$ cat config.mk
export PLATFORM = sky130hd
export DESIGN_NAME = ps2_rx
export DESIGN_NICKNAME = d
export VERILOG_FILES = /design/src/rtl/ps2_rx.sv
export SDC_FILE = /design/constraint.sdc
export NUM_CORES = 1
export LEC_CHECK = 0
export ABC_CLOCK_PERIOD_IN_PS = 3300
export CORE_AREA = 2 2 135 137
export CTS_CLUSTER_SIZE = 24
export DETAILED_ROUTE_END_ITERATION = 8
export DIE_AREA = 0 0 137 139
export PLACE_DENSITY = 0.74
export SKIP_LAST_GASP = 1
export SLEW_MARGIN = 25
export SYNTH_ARGS = -nofsm -noshare
export SYNTH_HDL_FRONTEND = slang
export SYNTH_SLANG_ARGS = --single-unit
$ cat constraint.sdc
create_clock -name clk -period 3.3 [get_ports clk]
set_clock_uncertainty 0.1 [all_clocks]
set_input_delay 0.66 -clock clk [delete_from_list [all_inputs] [get_ports clk]]
set_output_delay 0.66 -clock clk [all_outputs]
set_load 0.1 [all_outputs]
$ cat src/rtl/ps2_rx.sv
// PS/2 keyboard receiver: synchronizes and deglitches the raw bus, decodes 11-bit frames,
// and queues scancodes in a FIFO read through a single memory-mapped status/data word.
module ps2_rx #(
  parameter int FIFO_DEPTH     = 16,
  parameter int FILTER_CYCLES  = 8,
  parameter int TIMEOUT_CYCLES = 100000
) (
  input  logic        clk,
  input  logic        rst,
  input  logic        ps2_clk,
  input  logic        ps2_data,
  input  logic        ren,
  output logic [15:0] data,
  output logic        avail
);

  localparam int PTR_W = (FIFO_DEPTH > 1) ? $clog2(FIFO_DEPTH) : 1;
  localparam int CNT_W = PTR_W + 1;
  localparam int FLT_W = $clog2(FILTER_CYCLES + 1);
  localparam int TO_W  = $clog2(TIMEOUT_CYCLES + 1);

  typedef enum logic [1:0] {S_IDLE, S_DATA, S_PARITY, S_STOP} state_t;

  // Synchronizers and glitch filter
  logic             clk_s1_q, clk_s2_q, data_s1_q, data_s2_q;
  logic             filt_q, filt_d;
  logic [FLT_W-1:0] filt_cnt_q, filt_cnt_d;
  logic             sample_evt, sample_bit;

  // Frame decoder
  state_t           state_q, state_d;
  logic [2:0]       bit_cnt_q, bit_cnt_d;
  logic [7:0]       shift_q, shift_d;
  logic             parity_ok_q, parity_ok_d;
  logic [TO_W-1:0]  timeout_q, timeout_d;
  logic             push_req;

  // FIFO and read port
  logic [7:0]       mem [FIFO_DEPTH];
  logic [PTR_W-1:0] wr_ptr_q, wr_ptr_d, rd_ptr_q, rd_ptr_d;
  logic [CNT_W-1:0] count_q, count_d;
  logic             overflow_q, overflow_d;
  logic [15:0]      data_q, data_d;
  logic             avail_q, avail_d;
  logic             nonempty, full, push, pop;

  always_comb begin
    filt_cnt_d = '0;
    filt_d     = filt_q;
    if (clk_s2_q != filt_q) begin
      if (filt_cnt_q == FLT_W'(FILTER_CYCLES - 1)) begin
        filt_d = clk_s2_q;
      end else begin
        filt_cnt_d = filt_cnt_q + FLT_W'(1);
      end
    end
    sample_evt = filt_q & ~filt_d;
    sample_bit = data_s2_q;
  end

  always_comb begin
    state_d     = state_q;
    bit_cnt_d   = bit_cnt_q;
    shift_d     = shift_q;
    parity_ok_d = parity_ok_q;
    timeout_d   = timeout_q;
    push_req    = 1'b0;
    if (sample_evt) begin
      timeout_d = '0;
      case (state_q)
        S_IDLE: begin
          if (!sample_bit) begin
            state_d   = S_DATA;
            bit_cnt_d = 3'd0;
          end
        end
        S_DATA: begin
          shift_d[bit_cnt_q] = sample_bit;
          if (bit_cnt_q == 3'd7) begin
            state_d = S_PARITY;
          end else begin
            bit_cnt_d = bit_cnt_q + 3'd1;
          end
        end
        S_PARITY: begin
          parity_ok_d = (^shift_q) ^ sample_bit;
          state_d     = S_STOP;
        end
        default: begin
          push_req = sample_bit & parity_ok_q;
          state_d  = S_IDLE;
        end
      endcase
    end else if (state_q == S_IDLE) begin
      timeout_d = '0;
    end else if (timeout_q >= TO_W'(TIMEOUT_CYCLES - 1)) begin
      // A stalled keyboard mid-frame: abandon the partial byte
      state_d   = S_IDLE;
      timeout_d = '0;
    end else begin
      timeout_d = timeout_q + TO_W'(1);
    end
  end

  always_comb begin
    nonempty = (count_q != '0);
    full     = (count_q == CNT_W'(FIFO_DEPTH));
    pop      = ren & nonempty;
    push     = push_req & (~full | pop);
    wr_ptr_d = push ? wr_ptr_q + PTR_W'(1) : wr_ptr_q;
    rd_ptr_d = pop ? rd_ptr_q + PTR_W'(1) : rd_ptr_q;
    count_d  = count_q;
    if (push && !pop) begin
      count_d = count_q + CNT_W'(1);
    end else if (pop && !push) begin
      count_d = count_q - CNT_W'(1);
    end
    // A drop in the same cycle as a read keeps the flag: the dropped code is newer than the read
    overflow_d = overflow_q;
    if (push_req && !push) begin
      overflow_d = 1'b1;
    end else if (ren) begin
      overflow_d = 1'b0;
    end
    data_d = data_q;
    if (ren) begin
      data_d = nonempty ? {6'b0, overflow_q, 1'b1, mem[rd_ptr_q]} : {6'b0, overflow_q, 9'b0};
    end
    avail_d = (count_d != '0);
  end

  always_ff @(posedge clk) begin
    if (rst) begin
      clk_s1_q    <= 1'b1;
      clk_s2_q    <= 1'b1;
      data_s1_q   <= 1'b1;
      data_s2_q   <= 1'b1;
      filt_q      <= 1'b1;
      filt_cnt_q  <= '0;
      state_q     <= S_IDLE;
      bit_cnt_q   <= 3'd0;
      shift_q     <= 8'h00;
      parity_ok_q <= 1'b0;
      timeout_q   <= '0;
      wr_ptr_q    <= '0;
      rd_ptr_q    <= '0;
      count_q     <= '0;
      overflow_q  <= 1'b0;
      data_q      <= 16'h0000;
      avail_q     <= 1'b0;
    end else begin
      clk_s1_q    <= ps2_clk;
      clk_s2_q    <= clk_s1_q;
      data_s1_q   <= ps2_data;
      data_s2_q   <= data_s1_q;
      filt_q      <= filt_d;
      filt_cnt_q  <= filt_cnt_d;
      state_q     <= state_d;
      bit_cnt_q   <= bit_cnt_d;
      shift_q     <= shift_d;
      parity_ok_q <= parity_ok_d;
      timeout_q   <= timeout_d;
      wr_ptr_q    <= wr_ptr_d;
      rd_ptr_q    <= rd_ptr_d;
      count_q     <= count_d;
      overflow_q  <= overflow_d;
      data_q      <= data_d;
      avail_q     <= avail_d;
    end
  end

  always_ff @(posedge clk) begin
    if (push) begin
      mem[wr_ptr_q] <= shift_q;
    end
  end

  assign data  = data_q;
  assign avail = avail_q;

endmodule

==> metrics.md, run 1 <==
| Metric | Value |
|---|---|
| Hold Crit Class | reg2reg |
| Clock latency on the worst-skew pair | 0.44 ns |
| Crit-path cells | nand4b_1 > or2_1 > nor2_2 > nand2_1 > nor2_1 |
| Number of global-route vias before repair | 4660 |
| CTS tree | built |
| Mapped cell area | 0.00826 mm^2 |
| RD Place Congestion | 0.811 |
| Crit path DAT | 2.62 ns |
| Worst setup SP type | flop |
| DR vias | 4579 |
| Slowest cell delay on critical path | 0.57 ns |
| P_leak | 0.00315 uW |
| Number of antenna-violating nets in the routed design | 0 |
| Initial antenna violation count | 0 |
| Register area share after synthesis | 63.3% |
| Initial drt markers | 356 |
| Worst-case reg-to-reg path depth | 5 |
| Reg2Reg Setup Slack | 0.65 ns |
| Core box area | 0.0177 mm^2 |
| Die area | 0.0190 mm^2 |
| PortBufs | 15 |
| P&R area growth vs syn | 12.1% |
| Layout cells sized above 1 | 15.9% |
| Non-filler cells, final | 846 |
| Worst setup startpoint | data_s2_q |
| Final period utilization | 80.4% |
| Die width | 137 um |
| CTS root buf | clkbuf_16 |
| Pre-CTS setup slack | 0.461 ns |
| Max_slew headroom | 49.2% |
| Crit path depth | 5 |
| Max_cap viols | 0 |
| Synth unique cells | 56 |
| Commonest non-fill, non-tap cell in the layout | edfxtp_1 |
| Post_cts resized | 0 |
| Routed WL per cell | 18.9 um |
| Reg clk slew, reported paths | 0.07 ns |
| Post-synth EDFFs | 128 |
| Final setup margin | 0.647 ns |
| Post-Syn Instances | 566 |
| Async S/R FF share, synth | 0% |
| # placed instances | 814 |
| Post-synth top area cell | edfxtp_1 |
| Drt pass-1 iters | 5 |
| Reg-to-Reg Start | data_s2_q |
| WP buf/inv | 0 |
| Slew Viols, Final | 0 |
| Syn. warnings | 0 |
| Dominant cells by area after synthesis | edfxtp_1 47%, dfxtp_1 17%, mux4_1 7.6% |
| Most frequent cells in the layout | 128 x edfxtp_1, 69 x dfxtp_1, 68 x nor2_1 |
| Outcome | complete, no violations |
| Fmax | 377 MHz |
| Clock buffer depth | 2 |
| Total grt overflow | 0 |
| Hold-fix buffers, CTS | 0 |
| Largest net degree at the start of global routing | 44 |
| H-Tree Level Count | 4 |
| RR Endpoint | mem[12][3] |
| DPL Wire Length | 10300 um |
| Final setup vio count | 0 |
| IO Pins | 22 |
| Crit path to | mem[12][3] |
| Post-CTS setup buffers | 0 |
| Final hold viol count | 0 |
| Global-route wire length before repair | 25300 um |
| Setup TNS | 0 ns |
| Worst Max-Slew Pin Slew | 0.761 ns |
| Top delay family on crit path | simple AND/OR/NAND/NOR gates |
| Num CTS Buffers | 17 |
| DRC viols | 0 |
| Final Cell Area | 0.00926 mm^2 |
| Critical Path Sink Type | flop |
| Vias per inst | 5.41 |
| Tot GR Track Use | 17.9% |
| Fin crit period | 2.65 ns |
| Site Rows | 49 |
| RSZ-0062 raised after global routing | false |
| Post-synth top flop | edfxtp_1 |
| Die Ht | 139 um |
| WS Path Type | reg2reg |
| #FFs+latches synth | 197 |
| Clock Sink Count | 197 |
| Peak supply drop | 0.424 mV |
| Cell area after placement | 0.00868 mm^2 |
| # diodes | 0 |
| Slowest stage cell, crit path | nor2_1 |
| Starting Density | 46.8% |
| Final hold slack | 0.317 ns |
| PwrDens | 613 mW/mm^2 |
| Area share of the largest cell type after synthesis | 46.5% |
| Syn Area/Cell | 14.6 um^2 |
| Nets@finish | 625 |
| Final WL | 16000 um |
| Worst EP required | 3.27 ns |
| Worst-path fanout max | 12 |
## power breakdown
part | total, uW | internal [uW] | switching, uW
sequential | 2740 | 2660 | 79.5
clock | 2010 | 1040 | 966
combinational | 923 | 340 | 582
## state kept, by name, indices dropped and copies added, names as in the netlist, named ones only
signal       count
filt_q           1
overflow_q       1
rd_ptr_q         4
timeout_q       17
bit_cnt_q        3
data            10
avail            1
state_q          2
count_q          5
data_s1_q        1
shift_q          8
mem            128
wr_ptr_q         4
clk_s2_q         1
clk_s1_q         1
parity_ok_q      1
data_s2_q        1
filt_cnt_q       4
## worst min path at each step
stage | cells after the start | end | start | slack (ns)
final | 1 | clk_s2_q | clk_s1_q | 0.32
after global placement | 1 | clk_s2_q | clk_s1_q | 0.29
after floorplan | 1 | clk_s2_q | clk_s1_q | 0.29
after global routing | 1 | clk_s2_q | clk_s1_q | 0.34
after CTS | 1 | clk_s2_q | clk_s1_q | 0.32
after detailed placement | 1 | clk_s2_q | clk_s1_q | 0.30
## layer usage
metal / vias to the layer above / GRT usage (%) / routed length, um
met5: - / 0 / 0
met1: 2260 / 23.0 / 6700
met2: 112 / 29.6 / 8220
met3: 17 / 4.90 / 823
li1: 2190 / - / -
met4: 0 / 5.75 / 223
## cell families after synthesis
group / Yosys count / share of synthesized area (%)
AO/OA/AOI/OAI: 38 / 2.88
XOR/XNOR: 31 / 3.45
adder cells (fa/ha/maj): 16 / 2.42
buffers and inverters: 49 / 3.45
flip-flops: 197 / 63.3
multiplexers: 55 / 13.9
other: 1 / 0.0454
AND/OR/NAND/NOR: 179 / 10.6
## stage by stage
stage / total power (uW) / util (%)
after global placement: 3690 / 49.2
after CTS: 5700 / 52.4
after floorplan: 3580 / -
after detailed placement: 3720 / 49.2
after global routing: 5870 / 52.4
final: 5670 / 52.4
## synth_stat cells (6+ instances only)
library cell  number
edfxtp_1         128
dfxtp_1           69
nor2_1            68
nand2_1           34
mux4_1            24
xnor2_1           18
ha_1              16
mux4_2            16
nand3_1           15
mux2i_1           14
nor3_1            14
inv_1             13
xor2_1            12
clkbuf_1          11
nand4_1           11
a21oi_1           10
clkinv_1           8
o21ai_1            8
buf_4              6
nand2b_1           6
nand3b_1           6
## cell type report
cell class              instances  area (um^2)
fillers                      1437         8400
clock buffers                  18          450
repair buffers                 42          325
flip-flops and latches        197         5230
inverters                      21         78.8
well taps                     229          287
clock inverters                14          126
multi-input cells             325         2770
## worst reg2reg max path: stages, from the launching register on
cell and delay [ns]:
dfxtp_1 0.56, nand4b_1 0.22, or2_1 0.40, nor2_2 0.29
nand2_1 0.15, nor2_1 0.57
Note: power is estimated with default switching activity, not from simulation.
==> inputs of run 2 (changes only) <==
Settings changed: ABC_CLOCK_PERIOD_IN_PS 3300 to 2300, PLACE_DENSITY 0.74 to 0.77.
Clock period 3.3 ns to 2.3 ns, I/O delays scaled along.
==> run 2 against run 1 <==
Highest routed layer unchanged. Clock-buffer cell count up 2. Critical path depth is 2 higher. Largest cell class unchanged. Die area unchanged.
==> metrics.md, run 2 (synthesis gave the netlist of run 1 again) <==
| Metric | Value |
|---|---|
| Outcome | complete, no violations |
| DR vias | 4719 (+3.1%) |
| Tot GR Track Use | 17.6% (-0.38 points) |
| Initial antenna violation count | 0 (unchanged) |
| Site Rows | 49 (unchanged) |
| Largest net degree at the start of global routing | 44 (unchanged) |
| P_sw | 2370 uW (+45%) |
| Global-route wire length before repair | 24900 um (-1.5%) |
| DPL Wire Length | 10400 um (+1.3%) |
| Worst Max-Slew Pin Slew | 0.711 ns (-0.0498 ns) |
| Final hold viol count | 0 (unchanged) |
| Final Cell Area | 0.00946 mm^2 (+2.2%) |
| RD Place Congestion | 0.835 (+3.0%) |
| Net Sw Frac | 28.5% (-0.21 points) |
| Die Ht | 139 um (unchanged) |
| Nets@finish | 640 (+2.4%) |
| Max reg flops | 128 (unchanged) |
| WP buf/inv | 1 (+1) |
| P_leak | 0.00324 uW (+2.9%) |
| Die width | 137 um (unchanged) |
| PortBufs | 15 (unchanged) |
| Total grt overflow | 0 (unchanged) |
| Drt pass-1 iters | 4 (-1) |
| IO Pins | 22 (unchanged) |
| Slowest cell delay on critical path | 0.35 ns (-0.22 ns) |
| Layout cells sized above 1 | 18.8% (+2.9 points) |
| Combinational Power Share | 17.5% (+1.2 points) |
| Crit path DAT | 2.48 ns (-0.14 ns) |
| Worst EP required | 2.57 ns (-0.70 ns) |
| Fin crit period | 2.21 ns (-0.439 ns) |
| Slowest stage cell, crit path | dfxtp_2 |
| Worst-path fanout max | 6 (-6) |
| Vias per inst | 5.48 (+1.3%) |
| Reg2Reg Setup Slack | 0.09 ns (-0.56 ns) |
| Final period utilization | 96.2% (+16 points) |
| Storage element area | 0.00523 mm^2 (about the same) |
| Setup TNS | 0 ns (unchanged) |
| Biggest register | mem |
| Fmax | 452 MHz (+20%) |
| DRC viols | 0 (unchanged) |
| Sequential power share | 47.4% (-0.9 points) |
| Hold-fix buffers, CTS | 0 (unchanged) |
| CTS tree | built |
| Fin util | 53.6% (+1.1 points) |
| Number of global-route vias before repair | 4662 (+0.043%) |
| Final WL | 15800 um (-0.95%) |
| Crit-path cells | inv_1 > ha_1 > nor3b_4 > mux2i_4 > mux2i_1 > a211o_1 > a41oi_1 |
| Starting Density | 46.8% (unchanged) |
| Peak supply drop | 0.546 mV (+29%) |
| Most frequent cells in the layout | 128 x edfxtp_1, 68 x nor2_1, 66 x dfxtp_1 |
| Commonest non-fill, non-tap cell in the layout | edfxtp_1 |
| Area occupied by multi-input gates | 0.00280 mm^2 (+1.1%) |
| Clock power frac | 35.1% (-0.3 points) |
| Number of antenna-violating nets in the routed design | 0 (unchanged) |
| Top delay family on crit path | compound AO/OA/AOI/OAI gates |
| Filler Cell Count | 1405 (-2.2%) |
| WS Path Type | reg2reg |
| Clock latency on the worst-skew pair | 0.44 ns (about the same) |
| Core box area | 0.0177 mm^2 (unchanged) |
| Non-filler cells, final | 861 (+1.8%) |
| Clock Sink Count | 197 (unchanged) |
| Max_slew headroom | 52.5% (+3.3 points) |
| Die area | 0.0190 mm^2 (unchanged) |
| Routed WL per cell | 18.4 um (-2.7%) |
| Max_cap viols | 0 (unchanged) |
| P&R area growth vs syn | 14.6% |
| Worst setup SP type | flop |
| Cell area after placement | 0.00881 mm^2 (+1.5%) |
| # diodes | 0 (unchanged) |
| # placed instances | 826 (+1.5%) |
| PwrDens | 878 mW/mm^2 (+43%) |
| Num CTS Buffers | 17 (unchanged) |
| H-Tree Level Count | 4 (unchanged) |
| Clock buffer depth | 2 (unchanged) |
| Initial drt markers | 383 (+7.6%) |
| Internal | 5940 uW (+47%) |
| Final setup vio count | 0 (unchanged) |
| CTS root buf | clkbuf_16 |
| Critical Path Sink Type | flop |
| Hold Crit Class | reg2reg |
| Reg clk slew, reported paths | 0.07 ns (about the same) |
| Slew Viols, Final | 0 (unchanged) |
| RSZ-0062 raised after global routing | true |
-- run 2: path summary, 6_finish.rpt --
| check | endpoint | cells past startpoint | start |
|---|---|---|---|
| max | avail | 7 | count_q[0] |
| min | data_s2_q | 1 | data_s1_q |
| max reg2reg | avail | 7 | count_q[0] |
| min reg2reg | data_s2_q | 1 | data_s1_q |
-- run 2: layout make-up --
| class | instances | share of cell area (%) |
|---|---|---|
| Clock inverter | 12 | 1.35 |
| Timing Repair Buffer | 57 | 5.03 |
| Sequential cell | 197 | 55.3 |
| Clock buffer | 20 | 4.95 |
| Inverter | 21 | 0.833 |
| Tap cell | 229 | 3.03 |
| Multi-Input combinational cell | 325 | 29.6 |
-- run 2: through the flow --
stage / hold slack, ns / setup slack [ns] / power [uW]
6_report: 0.313 / 0.0864 / 8310
2_1_floorplan: 0.289 / -0.219 / 5140
3_5_place_dp: 0.296 / 0.0150 / 5390
4_1_cts: 0.312 / 0.0318 / 8280
5_1_grt: 0.323 / -0.0515 / 8620
3_3_place_gp: 0.291 / 0.0538 / 5340
-- run 2: power by group through the flow --
stage | registers, uW | clock network [uW] | logic (uW)
after detailed placement | 4010 | 0 | 1370
after global placement | 4010 | 0 | 1330
after global routing | 3960 | 3120 | 1540
after CTS | 3930 | 2970 | 1380
final | 3940 | 2910 | 1460
after floorplan | 4350 | 0 | 784
-- run 2: layer usage --
metal / global-route usage (%) / share of wire, %
met1: 23.4 / 43
met2: 27.2 / 50
met3: 4.42 / 4.3
met4: 7.98 / 3.1
met5: 0 / 0
-- run 2: repair_timing --
action,CTS,global route
setup buffers,0,3
resized for setup,0,9
setup endpoints to repair,0,128
-- run 2: worst reg2reg max path: stages, from the launching register on --
cell and delay (ns):
dfxtp_2 0.35, inv_1 0.12, ha_1 0.23, nor3b_4 0.35
mux2i_4 0.32, mux2i_1 0.16, a211o_1 0.32, a41oi_1 0.19
